**config.mk**
```make
export PLATFORM = sky130hd
export DESIGN_NAME = muldiv_unit
export DESIGN_NICKNAME = d
export VERILOG_FILES = /design/src/rtl/muldiv_unit_pkg.sv /design/src/rtl/muldiv_unit_twos_negate.sv /design/src/rtl/muldiv_unit.sv
export SDC_FILE = /design/constraint.sdc
export NUM_CORES = 1
export LEC_CHECK = 0
export CAP_MARGIN = 5
export CORE_ASPECT_RATIO = 0.7
export CORE_MARGIN = 2
export CORE_UTILIZATION = 45
export CTS_BUF_LIST = sky130_fd_sc_hd__clkbuf_4 sky130_fd_sc_hd__clkbuf_8 sky130_fd_sc_hd__clkbuf_16
export DETAILED_ROUTE_END_ITERATION = 7
export PLACE_DENSITY_LB_ADDON = 0.25
export SLEW_MARGIN = 20
export SYNTH_ARGS = -nofsm -noshare
export SYNTH_HDL_FRONTEND = slang
export SYNTH_HIERARCHICAL = 1
export SYNTH_SLANG_ARGS = --single-unit
```
**constraint.sdc**
```tcl
create_clock -name clock -period 6.56 [get_ports clock]
set_input_delay 1.64 -clock clock [delete_from_list [all_inputs] [get_ports clock]]
set_output_delay 1.64 -clock clock [all_outputs]
set_load 0.005 [all_outputs]
```
**src/rtl/muldiv_unit_pkg.sv**
```systemverilog
// Shared encodings for the multiply/divide unit: op codes (also used by the
// instruction decoder) and FSM state encodings.
package muldiv_unit_pkg;

  typedef enum logic [1:0] {
    MD_MULT  = 2'b00,
    MD_MULTU = 2'b01,
    MD_DIV   = 2'b10,
    MD_DIVU  = 2'b11
  } md_op_e;

  typedef enum logic [1:0] {
    ST_IDLE = 2'b00,
    ST_MUL  = 2'b01,
    ST_DIV  = 2'b10,
    ST_FIX  = 2'b11
  } md_state_e;

endpackage

```
**src/rtl/muldiv_unit_twos_negate.sv**
```systemverilog
// Combinational conditional two's-complement negate.
module muldiv_unit_twos_negate #(
  parameter int unsigned width = 32
) (
  input  logic             negate,
  input  logic [width-1:0] value,
  output logic [width-1:0] result
);

  // Pass through, or return the two's complement when negate is set.
  always_comb begin
    result = negate ? (~value + {{(width-1){1'b0}}, 1'b1}) : value;
  end

endmodule

```
**src/rtl/muldiv_unit.sv**
```systemverilog
// Iterative multiply/divide unit with architectural HI/LO registers.
// Operands are reduced to magnitudes on launch; one bit is processed per cycle
// in a shared 2*data_width accumulator, and the sign is restored in FIX.
module muldiv_unit
  import muldiv_unit_pkg::*;
#(
  parameter int unsigned data_width  = 32,
  parameter int unsigned count_width = 5
) (
  input  logic                  clock,
  input  logic                  reset,
  input  logic                  start,
  input  logic [1:0]            op,
  input  logic [data_width-1:0] operand_a,
  input  logic [data_width-1:0] operand_b,
  input  logic                  hilo_write,
  input  logic                  hilo_sel,
  input  logic [data_width-1:0] hilo_write_data,
  output logic                  busy,
  output logic                  done,
  output logic [data_width-1:0] hi,
  output logic [data_width-1:0] lo
);

  md_state_e                   state_q, state_d;
  logic [count_width-1:0]      count_q, count_d;
  logic [2*data_width-1:0]     acc_q, acc_d;
  logic [data_width-1:0]       opnd_q, opnd_d;
  logic [data_width-1:0]       hi_q, hi_d, lo_q, lo_d;
  logic                        done_q, done_d;
  logic                        is_div_q, is_div_d;
  logic                        neg_lo_q, neg_lo_d;   // product / quotient sign
  logic                        neg_hi_q, neg_hi_d;   // remainder sign
  logic                        div_zero_q, div_zero_d;

  logic                        signed_op, div_op, a_neg, b_neg;
  logic [data_width-1:0]       a_mag, b_mag, quot_fix, rem_fix;
  logic [2*data_width-1:0]     prod_fix;
  logic [data_width:0]         mul_sum, div_rem, div_diff;
  logic                        div_ok;

  assign signed_op = (op == MD_MULT) || (op == MD_DIV);
  assign div_op    = (op == MD_DIV) || (op == MD_DIVU);
  assign a_neg     = signed_op & operand_a[data_width-1];
  assign b_neg     = signed_op & operand_b[data_width-1];

  muldiv_unit_twos_negate #(.width(data_width)) u_mag_a (
    .negate (a_neg),
    .value  (operand_a),
    .result (a_mag)
  );

  muldiv_unit_twos_negate #(.width(data_width)) u_mag_b (
    .negate (b_neg),
    .value  (operand_b),
    .result (b_mag)
  );

  muldiv_unit_twos_negate #(.width(2*data_width)) u_fix_prod (
    .negate (neg_lo_q),
    .value  (acc_q),
    .result (prod_fix)
  );

  muldiv_unit_twos_negate #(.width(data_width)) u_fix_quot (
    .negate (neg_lo_q),
    .value  (acc_q[data_width-1:0]),
    .result (quot_fix)
  );

  muldiv_unit_twos_negate #(.width(data_width)) u_fix_rem (
    .negate (neg_hi_q),
    .value  (acc_q[2*data_width-1:data_width]),
    .result (rem_fix)
  );

  // Datapath step terms: shift-add carry-out and restoring trial subtract.
  always_comb begin
    mul_sum  = {1'b0, acc_q[2*data_width-1:data_width]} + {1'b0, opnd_q};
    div_rem  = acc_q[2*data_width-1:data_width-1];
    div_diff = div_rem - {1'b0, opnd_q};
    div_ok   = ~div_diff[data_width];
  end

  // Next-state and datapath control.
  always_comb begin
    state_d    = state_q;
    count_d    = count_q;
    acc_d      = acc_q;
    opnd_d     = opnd_q;
    hi_d       = hi_q;
    lo_d       = lo_q;
    done_d     = 1'b0;
    is_div_d   = is_div_q;
    neg_lo_d   = neg_lo_q;
    neg_hi_d   = neg_hi_q;
    div_zero_d = div_zero_q;
    unique case (state_q)
      ST_IDLE: begin
        if (hilo_write) begin
          if (hilo_sel) hi_d = hilo_write_data;
          else          lo_d = hilo_write_data;
        end
        if (start) begin
          count_d    = '0;
          is_div_d   = div_op;
          neg_lo_d   = a_neg ^ b_neg;
          neg_hi_d   = a_neg;
          div_zero_d = (operand_b == '0);
          if (div_op) begin
            acc_d   = {{data_width{1'b0}}, a_mag};
            opnd_d  = b_mag;
            state_d = ST_DIV;
          end else begin
            acc_d   = {{data_width{1'b0}}, b_mag};
            opnd_d  = a_mag;
            state_d = ST_MUL;
          end
        end
      end
      ST_MUL: begin
        acc_d   = acc_q[0] ? {mul_sum, acc_q[data_width-1:1]}
                           : {1'b0, acc_q[2*data_width-1:1]};
        count_d = count_q + 1'b1;
        if (count_q == {count_width{1'b1}}) state_d = ST_FIX;
      end
      ST_DIV: begin
        acc_d   = div_ok ? {div_diff[data_width-1:0], acc_q[data_width-2:0], 1'b1}
                         : {acc_q[2*data_width-2:0], 1'b0};
        count_d = count_q + 1'b1;
        if (count_q == {count_width{1'b1}}) state_d = ST_FIX;
      end
      ST_FIX: begin
        if (is_div_q) begin
          // Divide by zero leaves |a| as remainder, so rem_fix restores a exactly.
          lo_d = div_zero_q ? {data_width{1'b1}} : quot_fix;
          hi_d = rem_fix;
        end else begin
          {hi_d, lo_d} = prod_fix;
        end
        done_d  = 1'b1;
        state_d = ST_IDLE;
      end
      default: state_d = ST_IDLE;
    endcase
  end

  // State and working registers; reset aborts any op in flight.
  always_ff @(posedge clock or negedge reset) begin
    if (!reset) begin
      state_q    <= ST_IDLE;
      count_q    <= '0;
      acc_q      <= '0;
      opnd_q     <= '0;
      hi_q       <= '0;
      lo_q       <= '0;
      done_q     <= 1'b0;
      is_div_q   <= 1'b0;
      neg_lo_q   <= 1'b0;
      neg_hi_q   <= 1'b0;
      div_zero_q <= 1'b0;
    end else begin
      state_q    <= state_d;
      count_q    <= count_d;
      acc_q      <= acc_d;
      opnd_q     <= opnd_d;
      hi_q       <= hi_d;
      lo_q       <= lo_d;
      done_q     <= done_d;
      is_div_q   <= is_div_d;
      neg_lo_q   <= neg_lo_d;
      neg_hi_q   <= neg_hi_d;
      div_zero_q <= div_zero_d;
    end
  end

  assign busy = (state_q != ST_IDLE);
  assign done = done_q;
  assign hi   = hi_q;
  assign lo   = lo_q;

endmodule
```
Word level (Yosys, flattened, before mapping)
Index checks and enable logic that the tools add are counted.
W data, S select, Z words.
- bits in registers: 172
- add/subtract/negate cells: 8
- equal/unequal tests: 11
- multiplexer cells: 27
- bitwise operators: 8
- reductions and logical operators: 16
- operators with widths (kind ; number):
    $mux W32 ; 13
    $mux W64 ; 4
    $pmux W64 S3 ; 1
    $add A32 B1 Y32 const B ; 4
    $not A32 Y32 ; 4
    $pmux W32 S2 ; 2
    $add A64 B1 Y64 const B ; 1
    $not A64 Y64 ; 1
    $add A32 B32 Y33 ; 1
    $sub A33 B32 Y33 ; 1
    $logic_not A32 Y1 ; 1
    $pmux W5 S2 ; 1
    $eq A2 B2 Y1 const B ; 4
    $ne A2 B2 Y1 const B ; 4
    $reduce_and A2 Y1 ; 4
    $mux W2 ; 3
    $pmux W2 S3 ; 1
    $reduce_and A3 Y1 ; 2
    $reduce_bool A2 Y1 ; 3
    $add A5 B1 Y5 const B ; 1
    $eq A5 B5 Y1 const B ; 1
    $mux W5 ; 1
    $logic_not A2 Y1 ; 2
    $reduce_bool A3 Y1 ; 1
    7 further kinds ; 9

Logic depth before layout (Yosys ltp)
Gate-level depths: netlist of run 1.
- depth in word-level cells: 7
- mapped depth: 14

Cells and area by module
Netlist of run 1, hierarchy kept.
- by module, submodules not included (module ; times used ; cells an instance ; area an instance (um^2) ; sequential area each (um^2)):
    muldiv_unit ; 1 ; 1512 ; 12817.3 ; 4304.1
    muldiv_unit_twos_negate at u_fix_quot ... ; 4 ; 99 ; 777.0 ; 0.0
    muldiv_unit_twos_negate at u_fix_prod ; 1 ; 206 ; 1649.1 ; 0.0

Worst setup path before layout of run 1
OpenSTA, ideal clock, no wires.
- path kind: input port to flip-flop
- start: input port operand_a[6]
- end: register acc_q[27]
- library setup time: 0.134 ns
- data arrival time: 3.139 ns
- data required time: 6.426 ns
- setup slack: 3.287 ns
- stages: 7
- buffers on the path: 0
- path through: nor4_4 -> nand4b_2 -> o41ai_2 -> xnor2_1 -> mux2_2 -> o21ai_0 -> o21ai_0
- cells in the longest elaborated chain, start to end: 6
- RTL lines (item ; RTL line ; source):
    start: declaration ; muldiv_unit.sv:14 ; input logic [data_width-1:0] operand_a,
    $not A32 Y32 ; muldiv_unit_twos_negate.sv:12 ; result = negate ? (~value + {{(width-1){1'b0}}, 1'b1}) : value;
    $add A32 B1 Y32 ; muldiv_unit_twos_negate.sv:12 ;
    $mux W32 ; muldiv_unit_twos_negate.sv:12 ;
    named net a_mag[27] ; muldiv_unit.sv:37 ; logic [data_width-1:0] a_mag, b_mag, quot_fix, rem_fix;
    $mux W32 ; muldiv_unit.sv:110 ; if (div_op) begin
    $mux W64 ; muldiv_unit.sv:104 ; if (start) begin
    $pmux W64 S3 ; muldiv_unit.sv:98 ; unique case (state_q)
    end signal: assignment ; muldiv_unit.sv:153 ; acc_q <= '0;
    end signal: assignment ; muldiv_unit.sv:165 ; acc_q <= acc_d;
    end: declaration ; muldiv_unit.sv:27 ; logic [2*data_width-1:0] acc_q, acc_d;
The timed path passes the listed nets, and every way through them passes these cells. The select of a mux whose other input is x is not followed.
A chain may end at the register's enable or synchronous reset.

Worst setup path after layout of run 1
- start: register acc_q[31]
- end: register acc_q[57]
- cells in the longest elaborated chain, start to end: 3
- RTL lines (item ; RTL line ; source):
    $sub A33 B32 Y33 ; muldiv_unit.sv:81 ; div_diff = div_rem - {1'b0, opnd_q};
    $mux W64 ; muldiv_unit.sv:128 ; acc_d = div_ok ? {div_diff[data_width-1:0], acc_q[data_width-2:0], 1'b1}
    $pmux W64 S3 ; muldiv_unit.sv:98 ;
Every way passes these cells.

==> run summary, run 1 <==
The run finished, with violations left. The checks that failed: design-rule violations. Data on the critical path arrives at its endpoint at 4680 ps.

The height of the chip was 169.3 um; the post-cts sizing count was 0. The number of iterations in the first detailed-routing pass was 8; the via count of the routed design was 17.46k. Counting instances, the worst hold path has a depth of 2. In this run the worst hold path is classified as reg2reg. The logs give 2294 for the post-synthesis net count and 17 for the total clock buffers created by CTS. For this run, the post-layout net count is 2384.

The tools report the all-layer global routing usage as 31.17%. Counting flops with a built-in enable in the synthesized netlist gives 0. For this run the aggregate overflow at the end of global routing stands at 0. The clock tree synthesis step divided the H-tree into 4 levels. Of all nets on the critical path, the largest fanout is 22.

The HPWL after detailed placement was 49020 um; the count of final setup violators was 0. The tools report the clock tree root driver cell as sky130_fd_sc_hd__clkbuf_16. The sequential fraction of the synthesis area was 24.49%; the number of DRC violations after detailed-routing iteration 0 was 2137. The via count of the first global-routing pass came out at 15.66k. The capture instance of the worst register-to-register path was acc_q[57]$_DFFE_PN0P_. In this run the mean area of a mapped cell was 8.313 um2. The worst setup slack after placement is 2240 ps. Leaving out fill and tap cells, the most frequent cell in the layout is sky130_fd_sc_hd__nand2_1. The number of instances in the synthesized netlist was 2114.

For the I/O pin total, the log shows 169. In this run the static leakage power is 7.897 nW. The number of sinks on the clock net was 172; the area of the die was 0.04068 mm2. The area growth from synthesis to layout is 15.44%. After detailed routing, the number of remaining DRC violations is 4.

Across the VDD grid, the largest voltage drop is 386.6 uV. The tools report the critical register-to-register path startpoint as acc_q[31]$_DFFE_PN0P_. The run gives 3633 as the number of filler cells placed in the layout. After clock tree synthesis, the setup repair step added 0 buffers. The setup slack of the critical path after layout was 2256 ps. STA classifies the critical path startpoint as a flop. The core region is 0.03844 mm2.

The run gives 98 as the maximum number of pins on one net before global-route repair. Setup repair after global routing left no endpoint under its margin. Leaving out fill and tap cells, the most frequent cells in the layout are sky130_fd_sc_hd__nand2_1, sky130_fd_sc_hd__o21ai_0, sky130_fd_sc_hd__xnor2_1, sky130_fd_sc_hd__dfrtp_1, sky130_fd_sc_hd__clkdlybuf4s50_1. Headroom to the max-slew limit came out at 29.29%. Power spread over the standard cell area amounts to 611.8 mW/mm2.

The placement-stage cell area is 0.01964 mm2, and the number of placement rows is 60. For the pin with the worst max-slew slack, the measured transition is 1061 ps. The clock passes through at most 2 buffers. Across all register-to-register paths, the minimum setup slack is 2260 ps. The hold path startpoint is hi[26]$_DFFE_PN0P_. The via count normalized by instance count is 6.360, and the routed length per placed instance is 23.31 um. The register clock-pin slew on the reported worst setup and hold paths was 70 ps; the final instance area was 0.02029 mm2.

The cell area that synthesis handed to floorplanning was 0.01757 mm2. Of the available clock period, the critical path in the final layout requires 65.61%. After synthesis, the share of flip-flops with an asynchronous set or reset is 100.0%. The tools report the post-route setup TNS as 0 ps. Final-report hold violation count: 0. For hold timing, the worst endpoint is hi[26]$_DFFE_PN0P_. The minimum clock period after layout is 4304 ps, and the data required time at the worst endpoint is 6930 ps. For this design, the CTS-stage hold fixing added 0 buffers.

The horizontal die dimension came out at 240.2 um. The final worst clock skew came out at 12.44 ps. The tools report the global-route wire length before repair as 96920 um. The initial antenna violation count came out at 3.

The global placer's final weighted congestion came out at 0.9650. The count of nets left with antenna violations once routing finished came out at 0. For the number of max-slew violations in the final report, the log shows 0. The total power after layout was 0.01241 W; the maximum clock frequency was 0.2324 GHz.

After detailed routing, the total wire length is 63980 um. For the worst-skew pair, the clock arrives at the later sink with an insertion delay of 460 ps. Registers take 0.004308 mm2.

The quantity of I/O buffers inserted on ports is 168. Among all flip-flop cells after synthesis, the most frequent one is sky130_fd_sc_hd__dfrtp_1. TritonCTS built the clock tree. Kind of end point of the critical path: a flop. Counting flops and latches in the post-synthesis netlist gives 172. The Yosys step of the flow raised 6 warnings. By startpoint and endpoint, the worst setup path is classified as reg2reg.

For the number of maximum-capacitance violations, the log shows 0. The multi-input combinational cells in the finished layout cover a total of 0.01259 mm2. For the worst flop-to-flop path, the logic depth is 13. For this configuration, the core starts out at a cell density of 45.72%.

In this run, distinct cell masters in the synthesized netlist total 85. In the final layout, the share of cells above drive strength 1 is 8.976%.
## layer usage
metal	wire length (um)	GRT usage, %	vias to the layer above
met5	0	0	-
met3	7499	9.190	50
met2	25420	42.13	925
met4	949	6.022	0
li1	-	-	8047
met1	30110	48.14	8436
## cells in the mapped netlist, types with 16 or more instances
cell type / n / share of area (%)
sky130_fd_sc_hd__a21o_1: 26 / 1.1
sky130_fd_sc_hd__a21oi_1: 75 / 2.1
sky130_fd_sc_hd__a22oi_1: 40 / 1.7
sky130_fd_sc_hd__a31oi_1: 44 / 1.6
sky130_fd_sc_hd__buf_1: 25 / 0.53
sky130_fd_sc_hd__clkbuf_1: 83 / 1.8
sky130_fd_sc_hd__dfrtp_1: 172 / 24
sky130_fd_sc_hd__ha_1: 75 / 5.3
sky130_fd_sc_hd__inv_1: 61 / 1.3
sky130_fd_sc_hd__mux2_2: 32 / 2.1
sky130_fd_sc_hd__mux2i_1: 90 / 5.1
sky130_fd_sc_hd__nand2_1: 296 / 6.3
sky130_fd_sc_hd__nand2b_1: 18 / 0.64
sky130_fd_sc_hd__nand3_1: 23 / 0.65
sky130_fd_sc_hd__nand4_1: 24 / 0.85
sky130_fd_sc_hd__nor2_1: 87 / 1.9
sky130_fd_sc_hd__nor2b_1: 16 / 0.57
sky130_fd_sc_hd__nor3_1: 26 / 0.74
sky130_fd_sc_hd__nor4_1: 18 / 0.64
sky130_fd_sc_hd__nor4_4: 19 / 2.3
sky130_fd_sc_hd__o21a_1: 42 / 1.8
sky130_fd_sc_hd__o21ai_0: 223 / 6.4
sky130_fd_sc_hd__o221ai_1: 42 / 2.1
sky130_fd_sc_hd__o31ai_1: 58 / 2.5
sky130_fd_sc_hd__o41ai_1: 28 / 1.4
sky130_fd_sc_hd__o41ai_2: 21 / 1.9
sky130_fd_sc_hd__or3_1: 17 / 0.61
sky130_fd_sc_hd__xnor2_1: 217 / 11
sky130_fd_sc_hd__xor2_1: 16 / 0.80
## critical path: stages (launching register included)
cell	delay (ps)
sky130_fd_sc_hd__dfrtp_1	680
sky130_fd_sc_hd__inv_1	90
sky130_fd_sc_hd__ha_1	250
sky130_fd_sc_hd__fa_1	420
sky130_fd_sc_hd__nor2b_1	220
sky130_fd_sc_hd__o2111ai_1	270
sky130_fd_sc_hd__a21oi_2	380
sky130_fd_sc_hd__nor4_4	110
sky130_fd_sc_hd__a21oi_2	330
sky130_fd_sc_hd__nor4_4	50
sky130_fd_sc_hd__buf_4	290
sky130_fd_sc_hd__nor2_2	800
sky130_fd_sc_hd__a22oi_1	150
sky130_fd_sc_hd__o211ai_1	160
## how the worst max path moves through the flow
| stage | startpoint | endpoint | depth (start not counted) |
|---|---|---|---|
| 4_1_cts | acc_q[31]$_DFFE_PN0P_ | acc_q[59]$_DFFE_PN0P_ | 13 |
| 5_1_grt | acc_q[31]$_DFFE_PN0P_ | acc_q[61]$_DFFE_PN0P_ | 13 |
| 3_5_place_dp | start | acc_q[63]$_DFFE_PN0P_ | 10 |
| 2_1_floorplan | operand_a[6] | acc_q[27]$_DFFE_PN0P_ | 7 |
| 3_3_place_gp | operand_b[31] | acc_q[28]$_DFFE_PN0P_ | 7 |
| 6_report | acc_q[31]$_DFFE_PN0P_ | acc_q[57]$_DFFE_PN0P_ | 13 |
## flip-flops by register name, indices dropped and copies added (netlist names)
name	flops
count_q	5
done	1
div_zero_q	1
state_q	2
neg_hi_q	1
hi	32
lo	32
acc_q	64
is_div_q	1
opnd_q	32
neg_lo_q	1
## cells by family after synthesis
family | Yosys count | synth area share, %
simple gates | 635 | 19.72
compound gates | 694 | 27.29
buf+inv | 181 | 4.143
xor+xnor | 233 | 11.61
flops | 172 | 24.49
mux | 122 | 7.176
fa+ha+maj | 77 | 5.567
## where the power goes
group	internal (W)	total (W)	switching [W]	leakage [nW]
sequential	0.00155	0.00272	0.00117	2.14
combinational	0.00351	0.00853	0.00502	5.45
clock	0.000661	0.00116	0.000499	0.307
## area by class of cell
type / instances / share of cell area, %
multi-input cells: 1761 / 62.08
flip-flops and latches: 172 / 21.23
repair buffers: 191 / 9.122
well taps: 527 / 3.250
clock buffers: 19 / 2.202
inverters: 61 / 1.129
clock inverters: 13 / 0.9745
diodes: 1 / 0.01233
## through the flow
| step | hold slack, ps | instances | utilization, % |
|---|---|---|---|
| global route | 504.3 | 2745 | 52.78 |
| finish | 488.8 | 2745 | 52.78 |
| floorplan | 439.8 | 2114 | - |
| detailed placement | 470.6 | 2712 | 51.09 |
| global placement | 463.5 | 2712 | 51.08 |
| CTS | 487.1 | 2744 | 52.77 |
No activity file was read; power rests on OpenSTA's default activity.
==> inputs of run 2 (changes only) <==
clock period = 3.8 ns   (was 6.56 ns; I/O delays follow)
==> run 2 against run 1 <==
  * The run now ends clean
  * Via count grew 0.67%
  * Utilization grew 1.2 points
  * Sequential power grew 43%
  * Clock skew grew 5.2 ps
  * Fmax grew 21%
  * Cell count grew 2.3%
  * Sequential share of layout area shrank 0.47 points
  * Critical path type unchanged
  * Highest routed layer unchanged
==> run summary, run 2 (synthesis gave the netlist of run 1 again) <==
The worst endpoint data arrival time was 3950 ps; the count of buffers added by post-CTS timing repair for setup was 0. Hold repair after CTS inserted 0 buffers. At the end of the flow, the number of nets in the layout was 2447.

Dividing the detail-routed via count by the number of cells gives 6.261. Once detail routing completed, the nets flagged for antenna violations numbered 0. The total DRC errors in the routed layout was 0; the via count of the routed design was 17.58k. The first global-routing pass estimated 96840 um of wire.

The slew at the pin with the worst max-slew slack works out to 924.0 ps. The number of antenna diodes in the final layout is 0. The type of the most critical hold path was reg2reg. The initial antenna violation count was 0; the number of DRC violations after detailed-routing iteration 0 was 2218. Quantity of I/O buffers inserted on ports: 168.

The signal on the critical path passes through inv_1 -> ha_1 -> a21oi_1 -> o21ai_0 -> or2_1 -> or3_1 -> nor3_4 -> nor4_4 -> nor2_2 -> a22oi_1 -> o211ai_1. The tools report the data required time at the worst endpoint as 4180 ps. The floorplan has 60 rows. Dividing the detail-routed wire length by the instance count gives 22.80 um. In this run the power density over the cells is 1049 mW/mm2.

For this run, the slowest stage of the critical path takes 690 ps. The tools report the number of max-slew violations in the final report as 0. The cell sitting at the root of the clock tree is a sky130_fd_sc_hd__clkbuf_16. Across the run, the number of max-cap violations was 0. The peak fanout along the critical path works out to 15. The horizontal die dimension works out to 240.2 um. Kind of end point of the critical path: a flop. Power comes to 0.02177 W. In the layout the commonest cells are sky130_fd_sc_hd__nand2_1, sky130_fd_sc_hd__o21ai_0, sky130_fd_sc_hd__xnor2_1, sky130_fd_sc_hd__dfrtp_1, sky130_fd_sc_hd__clkdlybuf4s50_1. The register clock-pin slew on the reported worst setup and hold paths is 70 ps, and the initial core utilization is 45.72%.

The die covers 0.04068 mm2. The number of sinks on the clock net was 172. STA classifies the critical path startpoint as a flop. The floorplan step defined a core boundary enclosing 0.03844 mm2. For the number of iterations in the first detailed-routing pass, the log shows 6.

Headroom to the max-slew limit came out at 38.40%. The tools report the maximum number of pins on one net before global-route repair as 80. Between clock sinks in the finished design, the worst skew comes to 17.66 ps. Based on the critical path, the design can be clocked at up to 0.2800 GHz. The logs give 460 ps for the insertion delay of the later-clocked pin in the worst-skew pair and 8.217 nW for the static leakage.

The ratio of cells with drive above 1 in the final layout works out to 11.49%. For the via count of the first global-routing pass, the log shows 15.83k. Leaving out fill and tap cells, the most frequent cell in the layout is sky130_fd_sc_hd__nand2_1.

Once placement completed, the tool counted placed cells totaling 2775. Ranked by flip-flop count, first place goes to acc_q. Setup violations remaining at the end of the flow were counted as 0. The final-report hold violation count was 0.

Of the available clock period, the critical path in the final layout requires 93.98%. Global routing used 31.08% of the available tracks. TritonCTS built the clock tree.

The register with the most flip-flops in the layout has 64 of them. The total wirelength of the detailed-routed design was 64010 um. Counting along the longest clock path gives a buffer depth of 2.

From synthesis to final layout, the design area changed by 18.04%. The post-cts sizing count is 0. VDD sags by at most 544.4 uV. The flow ran to the end, and the final reports show no timing, DRC or antenna violations. Fill cells in the final layout number 3585.

In this run, CTS created clock tree buffers numbering 17. Setup repair after global routing left no endpoint under its margin. The worst path in the final design needs a cycle of 3571 ps, including I/O delays and setup. The leftover overflow at the end of global routing is 0, and the HPWL after detailed placement is 50500 um. The congestion estimate from routability-driven global placement came to 1.024. For this design the top-level I/O count stands at 169.

The type of the worst setup path was reg2reg. For the deepest level of the CTS H-tree, the log shows 4. The slowest stage of the critical path belongs to the cell sky130_fd_sc_hd__nor2_2.

The post-route setup TNS came out at 0 ps. The count of cells in the finished layout, fillers not included, comes to 2807. The die is 169.3 um tall.
==> run 2: layer usage <==
layer / global-route usage, % / share of wire [%]
met1: 49.11 / 48
met2: 43.31 / 40
met3: 6.132 / 11
met4: 5.320 / 1.5
met5: 0 / 0
==> run 2: path summary, 6_finish.rpt <==
check	endpoint	startpoint	cells after the start	slack [ps]
max	acc_q[57]$_DFFE_PN0P_	opnd_q[13]$_DFFE_PN0P_	11	230
max reg2reg	acc_q[57]$_DFFE_PN0P_	opnd_q[13]$_DFFE_PN0P_	11	230
min	hi[15]$_DFFE_PN0P_	hi[15]$_DFFE_PN0P_	2	480
max in group asynchronous	acc_q[50]$_DFFE_PN0P_	reset	2	2340
min reg2reg	hi[15]$_DFFE_PN0P_	hi[15]$_DFFE_PN0P_	2	480
min in group asynchronous	hi[19]$_DFFE_PN0P_	reset	1	500
==> run 2: through the flow <==
step	instance area (um2)	worst slack, ps	hold slack (ps)	utilization [%]
2_1_floorplan	17570	734.9	439.8	-
3_3_place_gp	20160	336.8	463.4	52.44
3_5_place_dp	20160	264.5	469.2	52.44
4_1_cts	20740	360.1	485.4	53.97
5_1_grt	20740	75.53	517.0	53.97
6_report	20740	228.6	480.0	53.97
==> run 2: critical path: cells and delay by family, from the launching register on <==
kind | cells | cell delay, ps
buffers and inverters | 1 | 90
adders and majority gates | 1 | 360
AOI/OAI and AO/OA | 4 | 800
and+or+nand+nor | 5 | 1700
DFF | 1 | 540
==> run 2: report_power, final <==
group	switching (W)	total [W]	internal, W	leakage, nW
sequential	0.00118	0.00388	0.00270	2.14
combinational	0.00968	0.0161	0.00643	5.79
clock	0.000885	0.00178	0.000894	0.282
==> run 2: final cells by class <==
type	count	area, um2	area share (%)
inverter	61	229.0	1.104
tap	527	659.4	3.179
multi-input combinational	1761	12590	60.68
sequential	172	4308	20.77
clock buffer	18	439.2	2.117
timing repair buffer	254	2374	11.44
clock inverter	14	147.6	0.7117
